--- src/rtl/hazard_pkg.sv ---
// Shared definitions for the hazard/forwarding controller: forward-select
// encodings and the register-match helper used by every comparator.
package hazard_pkg;

    localparam logic [1:0] FWD_NONE   = 2'b00;
    localparam logic [1:0] FWD_MEM_WB = 2'b01;
    localparam logic [1:0] FWD_EX_MEM = 2'b10;

    // Widest register address the match helper accepts; callers size-cast up.
    localparam int REG_AW_MAX = 16;

    // True when a is a real register (not x0) and equals b.
    function automatic logic reg_match(input logic [REG_AW_MAX-1:0] a,
                                       input logic [REG_AW_MAX-1:0] b);
        return (a != '0) && (a == b);
    endfunction

endpackage

--- src/rtl/fwd_select.sv ---
// One-source forwarding comparator: picks the youngest in-flight producer
// of the EX operand, EX/MEM taking priority over MEM/WB.
module fwd_select
    import hazard_pkg::*;
#(
    parameter int REG_AW = 5
) (
    input  logic              ex_mem_regWrite,
    input  logic [REG_AW-1:0] ex_mem_rd,
    input  logic              mem_wb_regWrite,
    input  logic [REG_AW-1:0] mem_wb_rd,
    input  logic [REG_AW-1:0] rs,
    output logic [1:0]        sel
);

    // Priority compare: the EX/MEM result is newer, so it shadows MEM/WB.
    always_comb begin
        sel = FWD_NONE;
        if (ex_mem_regWrite && reg_match(REG_AW_MAX'(ex_mem_rd), REG_AW_MAX'(rs))) begin
            sel = FWD_EX_MEM;
        end else if (mem_wb_regWrite && reg_match(REG_AW_MAX'(mem_wb_rd), REG_AW_MAX'(rs))) begin
            sel = FWD_MEM_WB;
        end
    end

endmodule

--- src/rtl/hazard_forward_unit.sv ---
// Hazard and forwarding controller: per-source operand forwarding, load-use
// stall, single-entry MDU scoreboard and a saturating stall-cycle counter.
module hazard_forward_unit
    import hazard_pkg::*;
#(
    parameter int REG_AW  = 5,
    parameter int NUM_SRC = 2,
    parameter int MDU_LAT = 4,
    parameter int CNT_W   = 16
) (
    input  logic                      clk,
    input  logic                      rst_n,
    input  logic [NUM_SRC*REG_AW-1:0] id_rs,
    input  logic [NUM_SRC*REG_AW-1:0] id_ex_rs,
    input  logic [REG_AW-1:0]         id_ex_rd,
    input  logic                      id_ex_memRead,
    input  logic                      ex_mem_regWrite,
    input  logic [REG_AW-1:0]         ex_mem_rd,
    input  logic                      mem_wb_regWrite,
    input  logic [REG_AW-1:0]         mem_wb_rd,
    input  logic                      id_mdu,
    input  logic [REG_AW-1:0]         id_rd,
    output logic [NUM_SRC*2-1:0]      forward,
    output logic                      stall,
    output logic                      bubble,
    output logic                      mdu_busy,
    output logic [CNT_W-1:0]          stall_count
);

    localparam int              SB_CW    = $clog2(MDU_LAT);
    localparam logic [SB_CW-1:0] CNT_LOAD = SB_CW'(MDU_LAT - 1);

    logic              sb_valid_q, sb_valid_d;
    logic [REG_AW-1:0] sb_rd_q,    sb_rd_d;
    logic [SB_CW-1:0]  cnt_q,      cnt_d;
    logic [CNT_W-1:0]  stall_count_q, stall_count_d;

    logic load_use;
    logic mdu_raw;
    logic mdu_struct;
    logic mdu_pending;
    logic issue;

    genvar gi;
    generate
        for (gi = 0; gi < NUM_SRC; gi++) begin : g_fwd
            fwd_select #(.REG_AW(REG_AW)) u_fwd (
                .ex_mem_regWrite (ex_mem_regWrite),
                .ex_mem_rd       (ex_mem_rd),
                .mem_wb_regWrite (mem_wb_regWrite),
                .mem_wb_rd       (mem_wb_rd),
                .rs              (id_ex_rs[gi*REG_AW +: REG_AW]),
                .sel             (forward[gi*2 +: 2])
            );
        end
    endgenerate

    // Hazard detection; the completion cycle (cnt==0) is not pending because
    // the MDU result is already on MEM/WB and gets forwarded.
    always_comb begin
        mdu_pending = sb_valid_q && (cnt_q != '0);
        load_use    = 1'b0;
        mdu_raw     = 1'b0;
        for (int i = 0; i < NUM_SRC; i++) begin
            if (id_ex_memRead &&
                reg_match(REG_AW_MAX'(id_ex_rd), REG_AW_MAX'(id_rs[i*REG_AW +: REG_AW]))) begin
                load_use = 1'b1;
            end
            if (mdu_pending &&
                reg_match(REG_AW_MAX'(sb_rd_q), REG_AW_MAX'(id_rs[i*REG_AW +: REG_AW]))) begin
                mdu_raw = 1'b1;
            end
        end
        mdu_struct = id_mdu && mdu_pending;
        stall      = load_use || mdu_raw || mdu_struct;
        bubble     = stall;
        issue      = id_mdu && !stall;
    end

    // Scoreboard next state: issue reloads (even in a completion cycle),
    // otherwise count down, and retire the entry on the completion cycle.
    always_comb begin
        sb_valid_d = sb_valid_q;
        sb_rd_d    = sb_rd_q;
        cnt_d      = cnt_q;
        if (issue) begin
            sb_valid_d = 1'b1;
            sb_rd_d    = id_rd;
            cnt_d      = CNT_LOAD;
        end else if (sb_valid_q && (cnt_q != '0)) begin
            cnt_d = cnt_q - 1'b1;
        end else if (sb_valid_q) begin
            sb_valid_d = 1'b0;
        end
    end

    // Stall counter sticks at all-ones instead of wrapping.
    always_comb begin
        stall_count_d = stall_count_q;
        if (stall && (stall_count_q != '1)) begin
            stall_count_d = stall_count_q + 1'b1;
        end
    end

    // State registers; reset drops any in-flight MDU entry immediately.
    always_ff @(posedge clk or negedge rst_n) begin
        if (!rst_n) begin
            sb_valid_q    <= 1'b0;
            sb_rd_q       <= '0;
            cnt_q         <= '0;
            stall_count_q <= '0;
        end else begin
            sb_valid_q    <= sb_valid_d;
            sb_rd_q       <= sb_rd_d;
            cnt_q         <= cnt_d;
            stall_count_q <= stall_count_d;
        end
    end

    assign mdu_busy    = sb_valid_q;
    assign stall_count = stall_count_q;

endmodule

--- config.mk ---
export PLATFORM = sky130hd
export DESIGN_NAME = hazard_forward_unit
export DESIGN_NICKNAME = d
export VERILOG_FILES = /design/src/rtl/hazard_pkg.sv /design/src/rtl/fwd_select.sv /design/src/rtl/hazard_forward_unit.sv
export SDC_FILE = /design/constraint.sdc
export NUM_CORES = 1
export LEC_CHECK = 0
export CAP_MARGIN = 15
export CORE_MARGIN = 2
export CORE_UTILIZATION = 47
export CTS_CLUSTER_DIAMETER = 50
export CTS_CLUSTER_SIZE = 10
export DETAILED_ROUTE_END_ITERATION = 12
export PLACE_DENSITY = 0.86
export SLEW_MARGIN = 40
export SYNTH_ARGS = -nofsm -noshare
export SYNTH_HDL_FRONTEND = slang
export SYNTH_SLANG_ARGS = --single-unit
export TNS_END_PERCENT = 10
--- constraint.sdc ---
create_clock -name clk -period 4.7 [get_ports clk]
set_input_delay 0.705 -clock clk [delete_from_list [all_inputs] [get_ports clk]]
set_output_delay 0.705 -clock clk [all_outputs]
set_load 0.03 [all_outputs]
# Word level (Yosys, flattened, before mapping)
# Index checks and enable logic that the tools add are counted.
# op_classes
addsub,2
n_eq_ne,10
n_mux,12
n_reduce_logical,29
# op_table
op,count
$eq 5x5->1,8
$logic_and 1x1->1,20
$reduce_bool 5->1,4
$add 16x1->16 const B,1
$ne 16x16->1 const B,1
$mux 1,8
$mux 2,4
$reduce_bool 2->1,2
$logic_or 1x1->1,2
$ne 2x1->1 const B,1
$sub 2x1->2 const B,1
$logic_not 1->1,1
# totals
reg_bits,24
in_bits,46
out_inout_bits,23

# Longest topological paths before layout
# Gate-level depths: netlist (run 1).
# logic_depth
depth_word,10
mapped_depth,7
mapped_depth_nobuf,7

# By module
# Synthesis (run 1) repeated with hierarchy kept, for this count alone.
# unflattened
cells_unflattened,171
hier_area_um2,1798.0
# modules_own_cells
module,n_inst,cells_per_inst,area_per_inst_um2,seq_area_each_um2
hazard_forward_unit,1,131,1495.2,600.6
fwd_select,2,20,151.4,0.0

# Least setup slack after synthesis (run 1)
# No wires, ideal clock.
# synth_timing
path_kind,input-to-output
start,input port ex_mem_rd[1]
end,output port forward[0]
t_arrival_ns,2.642
required_time_ns,3.995
slack_ns,1.353
path_stages,4
n_path_buf,0
cell_sequence,or4_1 o21ai_0 nor4_1 nor4_1
# synth_via
elab_chain_cells,4
elab_cells_between_ends,5
classes_between,1 x eq/ne; 1 x mux; 3 x reduce/logical
# synth_rtl
item,line_no,rtl
start: declaration,hazard_forward_unit.sv:18,"input logic [REG_AW-1:0] ex_mem_rd,"
$eq 5x5->1 / $reduce_bool 5->1 (equally long branches),hazard_pkg.sv:15,return (a != '0) && (a == b);
$logic_and 1x1->1 *,hazard_pkg.sv:15,
$logic_and 1x1->1 *,fwd_select.sv:19,"if (ex_mem_regWrite && reg_match(REG_AW_MAX'(ex_mem_rd), REG_AW_MAX'(rs))) begin"
$mux 2 *,fwd_select.sv:19,
end: declaration,hazard_forward_unit.sv:23,"output logic [NUM_SRC*2-1:0] forward,"
# Every way passes the cells marked *; elsewhere a longest branch is shown, timed or not.

# Final worst setup path (run 1)
# Ends and elaborated chain as after synthesis.

==> run summary, run 1 <==
* result of the run: finished, final reports clean
* Slew @ Worst Pin: 0.678 ns
* sequential cell area in the final layout: 601 sq um
* number of buffers created by CTS: 3
* max-cap violation count: 0
* Die Y-Extent: 64.6 microns
* RSZ-0062 raised after global routing: no
* number of antenna violations at the first check in global routing: 0
* first-pass detailed-route iteration total: 4
* cell-by-cell listing of the critical path: clkdlybuf4s50_1 -> or4_1 -> o21ai_0 -> nor4_1 -> nor4_1 -> clkdlybuf4s50_1
* number of H-tree levels: 1
* worst supply voltage drop on vdd: 0.173 mV
* Clk pwr share: 14.2%
* clock tree from TritonCTS: done
* Synthesis Warnings: 0
* count of cell types in the netlist: 37
* highest achievable clock rate: 0.267 GHz
* Pins Over Slew Limit: 0
* mean routed wirelength per cell: 14.6 microns
* first-pass GRT wire length: 7210 microns
* layout cell share with drive strength beyond 1: 7.82%
* Post-DP HPWL: 3520 microns
* Slowest Stage Delay on Critical Path: 0.72 ns
* Final min period: 3.75 ns
* CTS sink cnt: 24
* hold-fix buffer count after cts: 0
* Yosys reg bits: 24
* number of vias in the routed layout: 1,586
* Hold Vio Cnt, Final: 0
* synthesis-to-layout area growth: 44.9%
* number of standard cells after synthesis: 173
* CP startpoint kind: input port
* clk root buf: clkbuf_8
* Worst Path Class, Setup: in2out
* clock skew after layout: 0.00218 ns
* routability-driven placement congestion ratio: 0.814
* Fin Setup TNS: 0 ns
* number of port buffers: 68
* synthesized area per cell: 9.98 sq um
* total net switching power: 0.000411 W
* total nets after synthesis: 221
* maximum net fanout on the critical path: 3
* Worst EP arrival: 3.05 ns
* data required time at the worst endpoint: 3.99 ns
* class of the most critical hold timing path: in2async
* pre-CTS setup slack: 0.937 ns
* full die area: 0.00417 sq mm
* top-level I/O count: 69
* standard-cell rows: 22
* area of the core: 0.00361 sq mm
* internal power component: 0.000578 W
* global-route usage over all layers: 22.1%
* Synth top area share: 34.8%
* Static Leakage: 0.989 nW
* chip width: 64.6 microns
* sequential cell fraction of total power: 36.0%
* Slowest cell on crit path: clkdlybuf4s50_1
* iteration-0 DRC count of the detailed router: 62
* Syn Std Cell Area: 0.00173 sq mm
* initial core utilization: 47.9%
* element type at the critical path end: primary output
* Resized Gates After CTS: 0
* most area-consuming cells after synthesis: dfrtp_1, xor2_1, xnor2_1, a211oi_1, nand3_1
* switching share of power: 41.6%
* Period Utilization, post-route: 79.8%
* net count reported at finish: 292
* worst path buffer plus inverter count: 2
* critical path's top delay family: buffers and inverters
* Residual DRC: 0
* number of filler cells placed in the layout: 295
* total wire length after detailed routing: 4260 microns
* Power per Cell Area: 396 mW/mm^2
* Gate power share: 49.8%
* antenna diode count: 0
* vias in the first global route: 1,611
* clock-pin slew on the worst setup and hold paths: 0.08 ns
* worst relative slew slack: 54.8%
* area used by multi-input combinational logic: 0.00108 sq mm
* leading area contributor after synthesis: dfrtp_1
* number of setup buffers added after CTS: 0
* Worst Slack Setup Final: 0.948 ns
* final antenna-violating net count: 0
* sequential area share after synthesis: 34.8%
* average vias per placed instance: 5.45
* total congestion overflow: 0
* worst reg2reg setup slack: 2.24 ns
* maximum clock path buffer count: 2
* clk_lat worst skew: 0.27 ns
* maximum number of pins on one net before global-route repair: 25
* final count of negative-setup-slack endpoints: 0
-- final timing paths --
kind,startpoint,endpoint,cells past startpoint
min in group clk,cnt_q[0],cnt_q[0],1
worst max-delay path,ex_mem_rd[1],forward[0],6
worst min register to register,cnt_q[0],cnt_q[0],1
worst min-delay path,rst_n,stall_count[8],1
worst max register to register,sb_rd_q[1],stall_count[1],6
max in group asynchronous,rst_n,stall_count[6],1
-- per-layer routing --
layer / track usage, % / share of wire, % / vias to the layer above
met2: 37.8 / 50 / 60
li1: - / - / 773
met1: 27.7 / 43 / 747
met4: 7.98 / 1.5 / 0
met5: 0 / 0 / -
met3: 4.17 / 5.7 / 6
-- synth_stat cells (all sizes together) --
cell / n
xor2: 32
dfrtp: 24
xnor2: 23
nand3: 13
a211oi: 12
nand2: 12
nor4: 7
inv: 6
mux2: 6
or4: 6
nand4: 4
a21oi: 3
buf: 3
nor2: 3
a2111oi: 2
ha: 2
nor3: 2
o211ai: 2
o21ai: 2
and2: 1
and3: 1
and4: 1
nand2b: 1
nor2b: 1
o2111ai: 1
o22ai: 1
o311ai: 1
o31ai: 1
-- cells by family after synthesis --
family                   synth area share [%]
AND/OR/NAND/NOR                          17.3
flip-flops                               34.8
XOR/XNOR                                 27.9
adder cells (fa/ha/maj)                  1.45
AO/OA/AOI/OAI                            11.7
buffers and inverters                    2.68
multiplexers                             4.13
-- layout by cell type (no fill, tap or decap), drive strengths merged, types with 3 or more instances in the layout --
| cell | netlist | final |
|---|---|---|
| a211oi | 12 | 12 |
| a21oi | 3 | 3 |
| clkbuf | 0 | 4 |
| clkdlybuf4s50 | 0 | 67 |
| dfrtp | 24 | 24 |
| inv | 6 | 6 |
| mux2 | 6 | 6 |
| nand2 | 12 | 12 |
| nand3 | 13 | 13 |
| nand4 | 4 | 4 |
| nor2 | 3 | 3 |
| nor4 | 7 | 7 |
| or4 | 6 | 6 |
| xnor2 | 23 | 23 |
| xor2 | 32 | 32 |
-- state kept, by name, summed over array words and instances (netlist names) --
register	count
cnt_q	2
mdu_busy	1
sb_rd_q	5
stall_count	16
-- through the flow --
step | power [W] | cell area, sq um | utilization, % | cells | hold WS (ns)
after floorplan | 0.000666 | 1730 | - | 173 | 0.409
after global placement | 0.000832 | 2450 | 68.0 | 287 | 0.468
after detailed placement | 0.000851 | 2450 | 67.8 | 287 | 0.472
after CTS | 0.000993 | 2500 | 69.4 | 291 | 0.415
after global routing | 0.00105 | 2500 | 69.4 | 291 | 0.455
final | 0.000990 | 2500 | 69.4 | 291 | 0.410
-- power groups by stage --
| stage | Clock, W | Combinational, W | Sequential [W] |
|---|---|---|---|
| global route | 0.000153 | 0.000531 | 0.000368 |
| CTS | 0.000145 | 0.000494 | 0.000355 |
| finish | 0.000141 | 0.000493 | 0.000356 |
| detailed placement | 0 | 0.000492 | 0.000359 |
| floorplan | 0 | 0.000264 | 0.000401 |
| global placement | 0 | 0.000478 | 0.000354 |
-- final cells by class --
cell class	instances	area share (%)
Multi-Input combinational cell	140	43.2
Timing Repair Buffer	69	27.3
Sequential cell	24	24.0
Tap cell	48	2.40
Clock buffer	4	2.20
Inverter	6	0.900
(Power assumes the default switching activity.)
==> run 2, diff against run 1 <==
Settings changed: CORE_UTILIZATION 47 to 39, PLACE_DENSITY 0.86 to 0.76.
Clock period 4.7 ns to 3.45 ns, I/O delays scaled along.
==> run summary, run 2 (synthesis gave the netlist of run 1 again) <==
* clk root buf: clkbuf_8
* synthesis-to-layout area growth: 45.1%
* total congestion overflow: 0, unchanged
* top-level I/O count: 69, unchanged
* worst supply voltage drop on vdd: 0.377 mV, +120%
* data required time at the worst endpoint: 2.93 ns, -1.06 ns
* Static Leakage: 1.02 nW, +3.5%
* DP Area: 0.00246 sq mm, +0.51%
* result of the run: finished, final reports clean
* Period Utilization, post-route: 90.1%
* maximum number of pins on one net before global-route repair: 25, unchanged
* Worst Slack Setup Final: 0.340 ns, -0.608 ns
* initial core utilization: 39.9%, -8.0 points
* max reg flops: 16, unchanged
* standard-cell rows: 24, +9.1%
* RSZ-0062 raised after global routing: no
* clock skew after layout: 0.00239 ns, +0.000218 ns
* met3 track demand over resource: 2.28%, -1.9 points
* number of setup buffers added after CTS: 0, unchanged
* number of H-tree levels: 1, unchanged
* average vias per placed instance: 5.26, -3.4%
* Worst EP arrival: 2.59 ns, -0.46 ns
* Slew @ Worst Pin: 0.544 ns, -0.133 ns
* full die area: 0.00498 sq mm, +19%
* most frequent standard cell in the layout excluding fill and tap cells: clkdlybuf4s50_1
* vias in the first global route: 1,522, -5.5%
* layout cell share with drive strength beyond 1: 7.82%, unchanged
* highest achievable clock rate: 0.322 GHz
* overall power: 0.00132 W, +33%
* number of filler cells placed in the layout: 406, +38%
* number of antenna violations at the first check in global routing: 0, unchanged
* final antenna-violating net count: 0, unchanged
* Residual DRC: 0, unchanged
* clk_lat worst skew: 0.27 ns, about the same
* maximum clock path buffer count: 2, unchanged
* number of buffers created by CTS: 3, unchanged
* Post-DP HPWL: 3450 microns, -2.0%
* GR met1 Demand/Resource: 24.7%, -3.0 points
* element type at the critical path end: primary output
* CTS sink cnt: 24, unchanged
* final count of negative-setup-slack endpoints: 0, unchanged
* clock-pin slew on the worst setup and hold paths: 0.09 ns, about the same
* iteration-0 DRC count of the detailed router: 46, -26%
* worst relative slew slack: 63.7%, +8.9 points
* first-pass detailed-route iteration total: 4, unchanged
* chip width: 70.5 microns, +9.2%
* Die Y-Extent: 70.5 microns, +9.2%
* number of port buffers: 68, unchanged
* antenna diode count: 0, unchanged
* Final min period: 3.11 ns
* maximum net fanout on the critical path: 2, -1
* Hold Vio Cnt, Final: 0, unchanged
* clock tree from TritonCTS: done
* met2 track demand over resource in global routing: 28.8%, -8.9 points
* class of the most critical hold timing path: in2async
* CP startpoint kind: input port
* final instance area: 0.00250 sq mm, +0.15%
* Pins Over Slew Limit: 0, unchanged
* max-cap violation count: 0, unchanged
* commonest cells after routing, fill and taps aside: clkdlybuf4s50_1, xor2_1, dfrtp_1
* net count reported at finish: 293, +0.34%
* final core utilization: 57.9%, -11 points
* Power per Cell Area: 526 mW/mm^2, +33%
* mean routed wirelength per cell: 14.4 microns, -1.3%
* peak-usage layer in the global routing report: met2
* routability-driven placement congestion ratio: 0.853, +4.8%
* number of vias in the routed layout: 1,553, -2.1%
* pre-CTS setup slack: 0.0835 ns, -0.853 ns
* first-pass GRT wire length: 7130 microns, -1.1%
* global-route usage over all layers: 17.7%, -4.4 points
* Worst Path Class, Setup: in2out
* area of the core: 0.00432 sq mm, +20%
* hold-fix buffer count after cts: 0, unchanged
* Fin Setup TNS: 0 ns, unchanged
* total wire length after detailed routing: 4260 microns, about the same
-- run 2: cell types whose count changed in the layout (fill, tap and decap cells not counted) --
cell             previous run  this run
buf_4                       1         2
dlymetal6s2s_1              0         2
clkdlybuf4s50_1            67        65
clkbuf_8                    4         3
-- run 2: metrics by stage --
stage	hold WS [ns]	std cells
2_1_floorplan	0.222	173
4_1_cts	0.240	295
6_report	0.219	295
3_5_place_dp	0.467	292
3_3_place_gp	0.466	292
5_1_grt	0.256	295
-- run 2: routing by layer --
layer | part of all wire, % | wire length, microns
met4 | 1.0 | 44
met1 | 48 | 2040
met5 | 0 | 0
met2 | 46 | 1960
met3 | 5.0 | 213
-- run 2: final cells by class --
cell class                 instances  area (sq um)  area share [%]
clock buffer                       3          41.3            1.65
inverter                           6          22.5           0.899
multi-input combinational        140          1080            43.1
sequential                        24           601            24.0
tap                               52          65.1            2.60
timing repair buffer              70           696            27.8
-- run 2: worst max-delay path, cell delays in order --
cell             delay [ns]
clkdlybuf4s50_1        0.53
xnor2_1                0.13
nand3_1                0.10
nor4_2                 0.40
o31ai_4                0.11
nand2_1                0.12
clkdlybuf4s50_1        0.68
-- run 2: power by group --
group	total [W]	internal, W	leakage, nW	switching (W)
clock	0.000170	0.0000783	0.0216	0.0000922
sequential	0.000479	0.000369	0.299	0.000110
combinational	0.000668	0.000322	0.703	0.000346
total	0.00132	0.000769	1.02	0.000548
-- run 2: worst paths after layout --
| kind | endpoint | start | slack, ns | cells past startpoint |
|---|---|---|---|---|
| worst max-delay path | bubble | id_rs[5] | 0.34 | 7 |
| worst min-delay path | sb_rd_q[3] | rst_n | 0.22 | 1 |
| worst max register to register | stall_count[1] | sb_rd_q[1] | 1.27 | 7 |
| worst min register to register | cnt_q[0] | cnt_q[0] | 0.49 | 1 |
| max in group asynchronous | stall_count[2] | rst_n | 2.86 | 1 |
| min in group clk | cnt_q[0] | cnt_q[0] | 0.49 | 1 |
-- run 2: what timing repair did --
action	4_1_cts	5_1_grt
endpoints found under the setup margin	0	2
hold endpoints to repair	0	0
gates resized for setup	0	2
==> run 3, diff against run 2 <==
Settings changed: MAX_ROUTING_LAYER from default to met4.
==> run summary, run 3 (synthesis gave the netlist of run 1 again) <==
* result of the run: finished, final reports clean
* max reg flops: 16, unchanged
* maximum number of pins on one net before global-route repair: 25, unchanged
* Residual DRC: 0, unchanged
* clock skew after layout: 0.00257 ns, +0.000177 ns
* chip width: 70.5 microns, unchanged
* critical path's top delay family: buffers and inverters
* area of the core: 0.00432 sq mm, unchanged
* maximum net fanout on the critical path: 2, unchanged
* Static Leakage: 1.02 nW, unchanged
* global-route usage over all layers: 18.3%, +0.57 points
* number of setup buffers added after CTS: 0, unchanged
* initial core utilization: 39.9%, unchanged
* worst supply voltage drop on vdd: 0.377 mV, about the same
* Slowest Stage Delay on Critical Path: 0.68 ns, about the same
* standard-cell rows: 24, unchanged
* pre-CTS setup slack: 0.0835 ns, unchanged
* class of the most critical hold timing path: in2async
* first-pass detailed-route iteration total: 4, unchanged
* data required time at the worst endpoint: 2.93 ns, about the same
* Pins Over Slew Limit: 0, unchanged
* iteration-0 DRC count of the detailed router: 49, +6.5%
* total congestion overflow: 0, unchanged
* clk_lat worst skew: 0.27 ns, about the same
* layout cell share with drive strength beyond 1: 7.82%, unchanged
* Final min period: 3.11 ns, +0.000739 ns
* highest achievable clock rate: 0.322 GHz, about the same
* element type at the critical path end: primary output
* Period Utilization, post-route: 90.2%, about the same
* number of antenna violations at the first check in global routing: 0, unchanged
* maximum clock path buffer count: 2, unchanged
* clk root buf: clkbuf_8
* final antenna-violating net count: 0, unchanged
* worst reg2reg setup slack: 1.27 ns, about the same
* commonest cells after routing, fill and taps aside: clkdlybuf4s50_1, xor2_1, dfrtp_1
* vias in the first global route: 1,521, -0.066%
* Power per Cell Area: 526 mW/mm^2, about the same
* total wire length after detailed routing: 4270 microns, +0.19%
* clock tree from TritonCTS: done
* depth of the most critical reg-to-reg path: 7, unchanged
* Fin Setup TNS: 0 ns, unchanged
* Slowest cell on crit path: clkdlybuf4s50_1
* synthesis-to-layout area growth: 45.1%, unchanged
* number of vias in the routed layout: 1,549, -0.26%
* max-cap violation count: 0, unchanged
* Worst Slack Setup Final: 0.340 ns, -0.000739 ns
* Worst EP arrival: 2.59 ns, about the same
* mean routed wirelength per cell: 14.5 microns, +0.19%
* most frequent standard cell in the layout excluding fill and tap cells: clkdlybuf4s50_1
* CTS sink cnt: 24, unchanged
* hold-fix buffer count after cts: 0, unchanged
* Hold Vio Cnt, Final: 0, unchanged
* final count of negative-setup-slack endpoints: 0, unchanged
* top-level I/O count: 69, unchanged
* clock-pin slew on the worst setup and hold paths: 0.09 ns, about the same
* number of buffers created by CTS: 3, unchanged
* first-pass GRT wire length: 7130 microns, about the same
* cell-by-cell listing of the critical path: clkdlybuf4s50_1 -> xnor2_1 -> nand3_1 -> nor4_2 -> o31ai_4 -> nand2_1 -> clkdlybuf4s50_1
* average vias per placed instance: 5.25, -0.26%
* overall power: 0.00132 W, about the same
* number of H-tree levels: 1, unchanged
* antenna diode count: 0, unchanged
* net count reported at finish: 293, unchanged
* Worst Path Class, Setup: in2out
* reg-to-reg startpoint: sb_rd_q[1]
* CP startpoint kind: input port
* worst path buffer plus inverter count: 2, unchanged
* RSZ-0062 raised after global routing: no
* worst relative slew slack: 63.5%, -0.17 points
* post-route worst hold slack: 0.220 ns, +0.00115 ns
* Die Y-Extent: 70.5 microns, unchanged
* number of port buffers: 68, unchanged
* post-route insts no fill: 295, unchanged
* full die area: 0.00498 sq mm, unchanged
* instance count after placement with tap cells included: 292, unchanged
* most prevalent standard cell on the critical path: clkdlybuf4s50_1
* critical path depth: 7, unchanged
* Slew @ Worst Pin: 0.547 ns, +0.00260 ns
* Post-DP HPWL: 3450 microns, unchanged
* endpoint of the lowest-slack register-to-register path: stall_count[1]
* routability-driven placement congestion ratio: 0.867, +1.6%
==> run 3: cell counts in the layout (fill, tap and decap cells not counted) <==
No cell type changed its count.
==> run 3: cell type report <==
class                      count  area (sq um)
multi-input combinational    140          1080
inverter                       6          22.5
sequential                    24           601
tap                           52          65.1
clock buffer                   3          41.3
timing repair buffer          70           696
fill                         406          1820
==> run 3: repair_timing <==
item	4_1_cts	5_1_grt
resized for setup	0	2
setup endpoints to repair	0	2
endpoints found under the hold margin	0	0
==> run 3: worst max path at each step <==
stage / from / endpoint / slack (ns)
6_report: id_rs[8] / bubble / 0.34
5_1_grt: id_rs[1] / stall / 0.20
4_1_cts: ex_mem_rd[1] / forward[2] / 0.08
2_1_floorplan: ex_mem_rd[1] / forward[0] / 0.48
3_3_place_gp: ex_mem_rd[1] / forward[2] / 0.11
3_5_place_dp: ex_mem_rd[1] / forward[2] / 0.08
==> run 3: report_power, final <==
group          internal [W]  switching [W]  leakage, nW  total [W]
clock             0.0000783      0.0000921       0.0216   0.000170
sequential         0.000369       0.000111        0.299   0.000480
combinational      0.000322       0.000346        0.703   0.000667
==> run 3: worst reg2reg max path, delay by kind of cell (launching register included) <==
family	cells	cell delay (ns)
buffers and inverters	1	0.24
flip-flops	1	0.43
AND/OR/NAND/NOR	3	0.77
AO/OA/AOI/OAI	2	0.33
multiplexers	1	0.30
==> run 3: stage by stage <==
stage / instance area, sq um / util [%]
after CTS: 2500 / 57.8
after detailed placement: 2460 / 56.9
after global placement: 2460 / 57.0
after floorplan: 1730 / -
final: 2500 / 57.9
after global routing: 2500 / 57.9
==> run 3: per-layer routing <==
layer  vias up  wire length (microns)  part of all wire [%]  GRT usage (%)
met2        42                   1970                    46           28.6
met5         -                      0                     0              -
met3         4                    213                   5.0           2.28
met1       725                   2040                    48           25.0
met4         0                     43                   1.0           5.45
li1        778                      -                     -              -
